==> config.mk <==
export PLATFORM = sky130hd
export DESIGN_NAME = bsg_link_sdr_reset_sequencer
export DESIGN_NICKNAME = d
export VERILOG_FILES = /design/src/rtl/bsg_link_sdr_reset_sequencer.sv
export SDC_FILE = /design/constraint.sdc
export NUM_CORES = 1
export LEC_CHECK = 0
export ABC_CLOCK_PERIOD_IN_PS = 1700
export CELL_PAD_IN_SITES_DETAIL_PLACEMENT = 0
export CELL_PAD_IN_SITES_GLOBAL_PLACEMENT = 2
export CORE_MARGIN = 2
export CORE_UTILIZATION = 26
export CTS_CLUSTER_SIZE = 20
export DETAILED_ROUTE_END_ITERATION = 16
export PLACE_DENSITY = 0.78
export SLEW_MARGIN = 20
export SYNTH_ARGS = -nofsm -noshare
export SYNTH_HDL_FRONTEND = slang
export SYNTH_SLANG_ARGS = --single-unit
==> constraint.sdc <==
create_clock -name clk_i -period 1.7 [get_ports clk_i]
set_input_delay 0.34 -clock clk_i [delete_from_list [all_inputs] [get_ports clk_i]]
set_output_delay 0.34 -clock clk_i [all_outputs]
set_load 0.02 [all_outputs]
==> src/rtl/bsg_link_sdr_reset_sequencer.sv <==
// bsg_link_sdr_reset_sequencer
//
// Drives the four-phase reset sequence for a chain of SDR link nodes.
// The phases run in a fixed order, each with a programmable dwell time:
//   ASSERT -> TOKEN -> TOKEN_SETTLE -> UPLINK -> DOWNLINK -> DONE
//
// Ports:
//   clk_i                    core clock (only clock)
//   reset_i                  synchronous, active-high reset
//   start_i                  re-run request, honoured only in DONE
//   async_uplink_reset_o     uplink reset (registered)
//   async_downlink_reset_o   downlink reset (registered)
//   async_downstream_reset_o downstream reset (registered)
//   async_token_reset_o      token reset pulse (registered)
//   done_o                   high while in DONE
//   state_o                  current state encoding, for debug
//
// Handshake: start_i is a level-sampled request with no ready/ack. It is
// consumed on any edge where the FSM is in DONE and is dropped (not
// queued) in every other state.
module bsg_link_sdr_reset_sequencer #(
  parameter int wait_cycles_p  = 16,
  parameter int token_cycles_p = 8,
  localparam int max_cycles_lp = (wait_cycles_p > token_cycles_p)
                                 ? wait_cycles_p : token_cycles_p,
  localparam int cnt_width_lp  = $clog2(max_cycles_lp + 1)
) (
  input  logic       clk_i,
  input  logic       reset_i,
  input  logic       start_i,
  output logic       async_uplink_reset_o,
  output logic       async_downlink_reset_o,
  output logic       async_downstream_reset_o,
  output logic       async_token_reset_o,
  output logic       done_o,
  output logic [2:0] state_o
);

  localparam logic [2:0] st_assert_lp       = 3'd0;
  localparam logic [2:0] st_token_lp        = 3'd1;
  localparam logic [2:0] st_token_settle_lp = 3'd2;
  localparam logic [2:0] st_uplink_lp       = 3'd3;
  localparam logic [2:0] st_downlink_lp     = 3'd4;
  localparam logic [2:0] st_done_lp         = 3'd5;

  // Terminal counts: a phase of N cycles ends on the edge where cnt == N-1.
  localparam logic [cnt_width_lp-1:0] wait_last_lp  = cnt_width_lp'(wait_cycles_p - 1);
  localparam logic [cnt_width_lp-1:0] token_last_lp = cnt_width_lp'(token_cycles_p - 1);

  // Output vector order: uplink, downlink, downstream, token, done.
  localparam logic [4:0] out_reset_lp = 5'b11100;

  logic [2:0]              state_q, state_d;
  logic [cnt_width_lp-1:0] cnt_q, cnt_d;
  logic [4:0]              out_q, out_d;

  // Next-state and dwell counter.
  always_comb begin
    state_d = state_q;
    cnt_d   = cnt_q + cnt_width_lp'(1);
    case (state_q)
      st_assert_lp:       if (cnt_q == wait_last_lp)  state_d = st_token_lp;
      st_token_lp:        if (cnt_q == token_last_lp) state_d = st_token_settle_lp;
      st_token_settle_lp: if (cnt_q == wait_last_lp)  state_d = st_uplink_lp;
      st_uplink_lp:       if (cnt_q == wait_last_lp)  state_d = st_downlink_lp;
      st_downlink_lp:     if (cnt_q == wait_last_lp)  state_d = st_done_lp;
      st_done_lp: begin
        cnt_d = '0;
        if (start_i) state_d = st_assert_lp;
      end
      default:            state_d = st_assert_lp;
    endcase
    // Every phase starts counting from zero.
    if (state_d != state_q) cnt_d = '0;
  end

  // Outputs are decoded from the next state so they switch on the same
  // edge as the state register without any path from the inputs.
  always_comb begin
    out_d = out_reset_lp;
    case (state_d)
      st_assert_lp:       out_d = 5'b11100;
      st_token_lp:        out_d = 5'b11110;
      st_token_settle_lp: out_d = 5'b11100;
      st_uplink_lp:       out_d = 5'b01100;
      st_downlink_lp:     out_d = 5'b00100;
      st_done_lp:         out_d = 5'b00001;
      default:            out_d = out_reset_lp;
    endcase
  end

  always_ff @(posedge clk_i) begin
    if (reset_i) begin
      state_q <= st_assert_lp;
      cnt_q   <= '0;
      out_q   <= out_reset_lp;
    end else begin
      state_q <= state_d;
      cnt_q   <= cnt_d;
      out_q   <= out_d;
    end
  end

  assign async_uplink_reset_o     = out_q[4];
  assign async_downlink_reset_o   = out_q[3];
  assign async_downstream_reset_o = out_q[2];
  assign async_token_reset_o      = out_q[1];
  assign done_o                   = out_q[0];
  assign state_o                  = state_q;

endmodule

==> run summary <==
FF+latch count, synth: 13
Die ar.: 2585 sq um
Seq pwr share: 58.7%
Worst Hold Slack: 0.5144 ns
most common cell after layout, fill and taps aside: dfxtp_1
total negative slack: 0 ns
total gr overflow: 0
slowest cell delay on critical path: 0.60 ns
Max FO, Critical Path: 2
Net Sw Power: 0.1232 mW
initial antenna violation count: 0
largest net degree at the start of global routing: 11
Core ar.: 2022 sq um
fmax: 0.6372 GHz
clk buf depth: 2
I/O pins: 11
TritonCTS Buffers: 3
GR Util All Layers: 10.06%
Startpoint Class: register
Finished Cell Area: 762.0 sq um
post-CTS setup buffer count: 0
Post-layout nets: 82
vias in the first global route: 435
Via-to-Cell Ratio: 4.476
post-route ant nets: 0
CP endpoint kind: output port
total wire length: 1.059 mm
clk_skew: 0.006906 ns
P per Cell Area: 704.0 nW/um^2
worst slew pin tran: 0.2986 ns
Sw Ratio: 22.96%
DRT Pass-1 Iters: 4
root buffer cell: clkbuf_4
CP top delay family: buffers and inverters
Initial Util: 28.22%
final clock period utilization by the worst path: 92.31%
hpwl dp: 796.8 microns
RSZ-0062 raised after global routing: no
HP Class: reg -> reg
Fin. Hold Viols: 0
CP cell instances: clkdlybuf4s50_1
n_diodes: 0
Tot Pwr: 0.5364 mW
Port Buffers: 10
average size of a mapped cell: 9.509 sq um
final setup vio count: 0
outcome: finished, final reports clean
sequential area share after synthesis: 45.61%
commonest non-fill, non-tap cells in the layout: dfxtp_1, clkdlybuf4s50_1, nor2_1
Yosys warnings: 0
layout cells sized above 1: 25.00%
Gate Count Post-Synth: 60
clock power share: 36.3%
detailed-route wire length per cell: 10.28 microns
Placer Congestion: 0.6590
mapped cell area: 570.5 sq um
Slew HR: 79.78%
crit path max-delay cell type: clkdlybuf4s50_1
chip width: 50.85 microns
Syn Nets: 65
P&R area growth vs syn: 33.55%
Synth area leader: dfxtp_1
first-pass GRT wire length: 1.863 mm
Max VDD drop: 0.4455 mV
WP buf/inv: 1
DRC viols: 0
Die Ht: 50.85 microns
maxcap violations: 0
CTS tree: done
Unique masters post-synth: 28
Post-DP Area: 711.9 sq um
Req. time, crit path: 1.36 ns
Fill cells: 207
share of the synthesized area in the top cell type: 45.61%
CTS Sinks: 13
Final Critical Period: 1.569 ns
Leak: 0.3099 nW
critical path class: reg -> out
top cells by area, synth: dfxtp_1, nor2_1, a21oi_2
CTS Hold Buffers Added: 0
vias: 461
fin. max-slew vios: 0
CP arrival: 1.23 ns
clk slew on worst S/H paths: 0.08 ns
std cell rows: 16
CTS HTree Levels: 1
Initial DRC Count: 11
worst-skew pair later-pin latency: 0.28 ns
Gate power share: 5.0%
Pint: 0.4133 mW
==> cell families after synthesis <==
family	Yosys count	synth area share, %
DFF	13	45.61
buffers and inverters	9	8.551
and+or+nand+nor	22	23.25
xor gates and xnor gates	2	3.071
adders and majority gates	2	4.385
AOI/OAI and AO/OA	12	15.13
==> synthesized netlist by cell type, drive strengths merged <==
| master | n |
|---|---|
| dfxtp | 13 |
| inv | 7 |
| and3 | 1 |
| a21oi | 6 |
| and4b | 1 |
| nand2 | 2 |
| nor4bb | 1 |
| nor3 | 2 |
| nand2b | 2 |
| a31oi | 1 |
| o21ai | 1 |
| a22oi | 1 |
| nor2b | 1 |
| xor2 | 1 |
| buf | 2 |
| nor4 | 1 |
| nand3 | 1 |
| nor2 | 8 |
| o22ai | 1 |
| o21bai | 1 |
| xnor2 | 1 |
| o311ai | 1 |
| and4bb | 1 |
| ha | 2 |
| or2 | 1 |
==> worst register-to-register path: cells and delay by family (launching register included) <==
family / cells / cell delay [ns]
DFF: 1 / 0.32
adders and majority gates: 2 / 0.38
AOI/OAI and AO/OA: 3 / 0.25
and+or+nand+nor: 2 / 0.50
==> routing by layer <==
layer	up-vias	global-route usage (%)	routed length [microns]
met4	0	9.459	46
li1	234	-	-
met2	14	13.16	432
met1	208	13.50	537
met3	5	2.047	43
met5	-	0	0
==> power by group through the flow <==
stage                     sequential (mW)  clock (mW)  combinational [mW]
final                               0.315       0.195              0.0271
after global routing                0.316       0.217              0.0329
after CTS                           0.315       0.203              0.0275
after detailed placement            0.322           0              0.0273
after global placement              0.322           0              0.0276
after floorplan                     0.322           0              0.0144
==> state kept, by name, summed over array words and instances (netlist names) <==
signal	flops
cnt_q	5
state_o	3
out_q	5
==> worst paths after layout <==
check,from,endpoint,slack [ns],depth (start not counted)
worst min register to register,cnt_q[0],cnt_q[0],0.51,2
worst max register to register,cnt_q[0],out_q[4],0.13,7
worst max-delay path,state_o[1],state_o[1],0.13,1
worst min-delay path,cnt_q[0],cnt_q[0],0.51,2
==> final cells by class <==
| class | instances | area [sq um] | share of cell area (%) |
|---|---|---|---|
| timing repair buffer | 14 | 132.6 | 17.41 |
| multi-input combinational | 38 | 280.3 | 36.78 |
| sequential | 13 | 261.5 | 34.32 |
| clock buffer | 3 | 22.52 | 2.956 |
| clock inverter | 1 | 5.005 | 0.6568 |
| tap | 27 | 33.78 | 4.433 |
| inverter | 7 | 26.28 | 3.448 |
==> timing repair <==
action                                  CTS  global route
gates cloned                              0             0
endpoints found under the setup margin    1             6
gates resized for setup                   1             4
pin swaps                                 0             3
==> stage by stage <==
| step | setup WS, ns | utilization (%) | instances |
|---|---|---|---|
| final | 0.1307 | 37.69 | 103 |
| after global placement | 0.06286 | 35.21 | 99 |
| after CTS | 0.01861 | 36.63 | 103 |
| after floorplan | 0.1343 | - | 60 |
| after global routing | 0.01150 | 37.69 | 103 |
| after detailed placement | 0.05485 | 35.21 | 99 |
No activity file was read; power rests on OpenSTA's default activity.
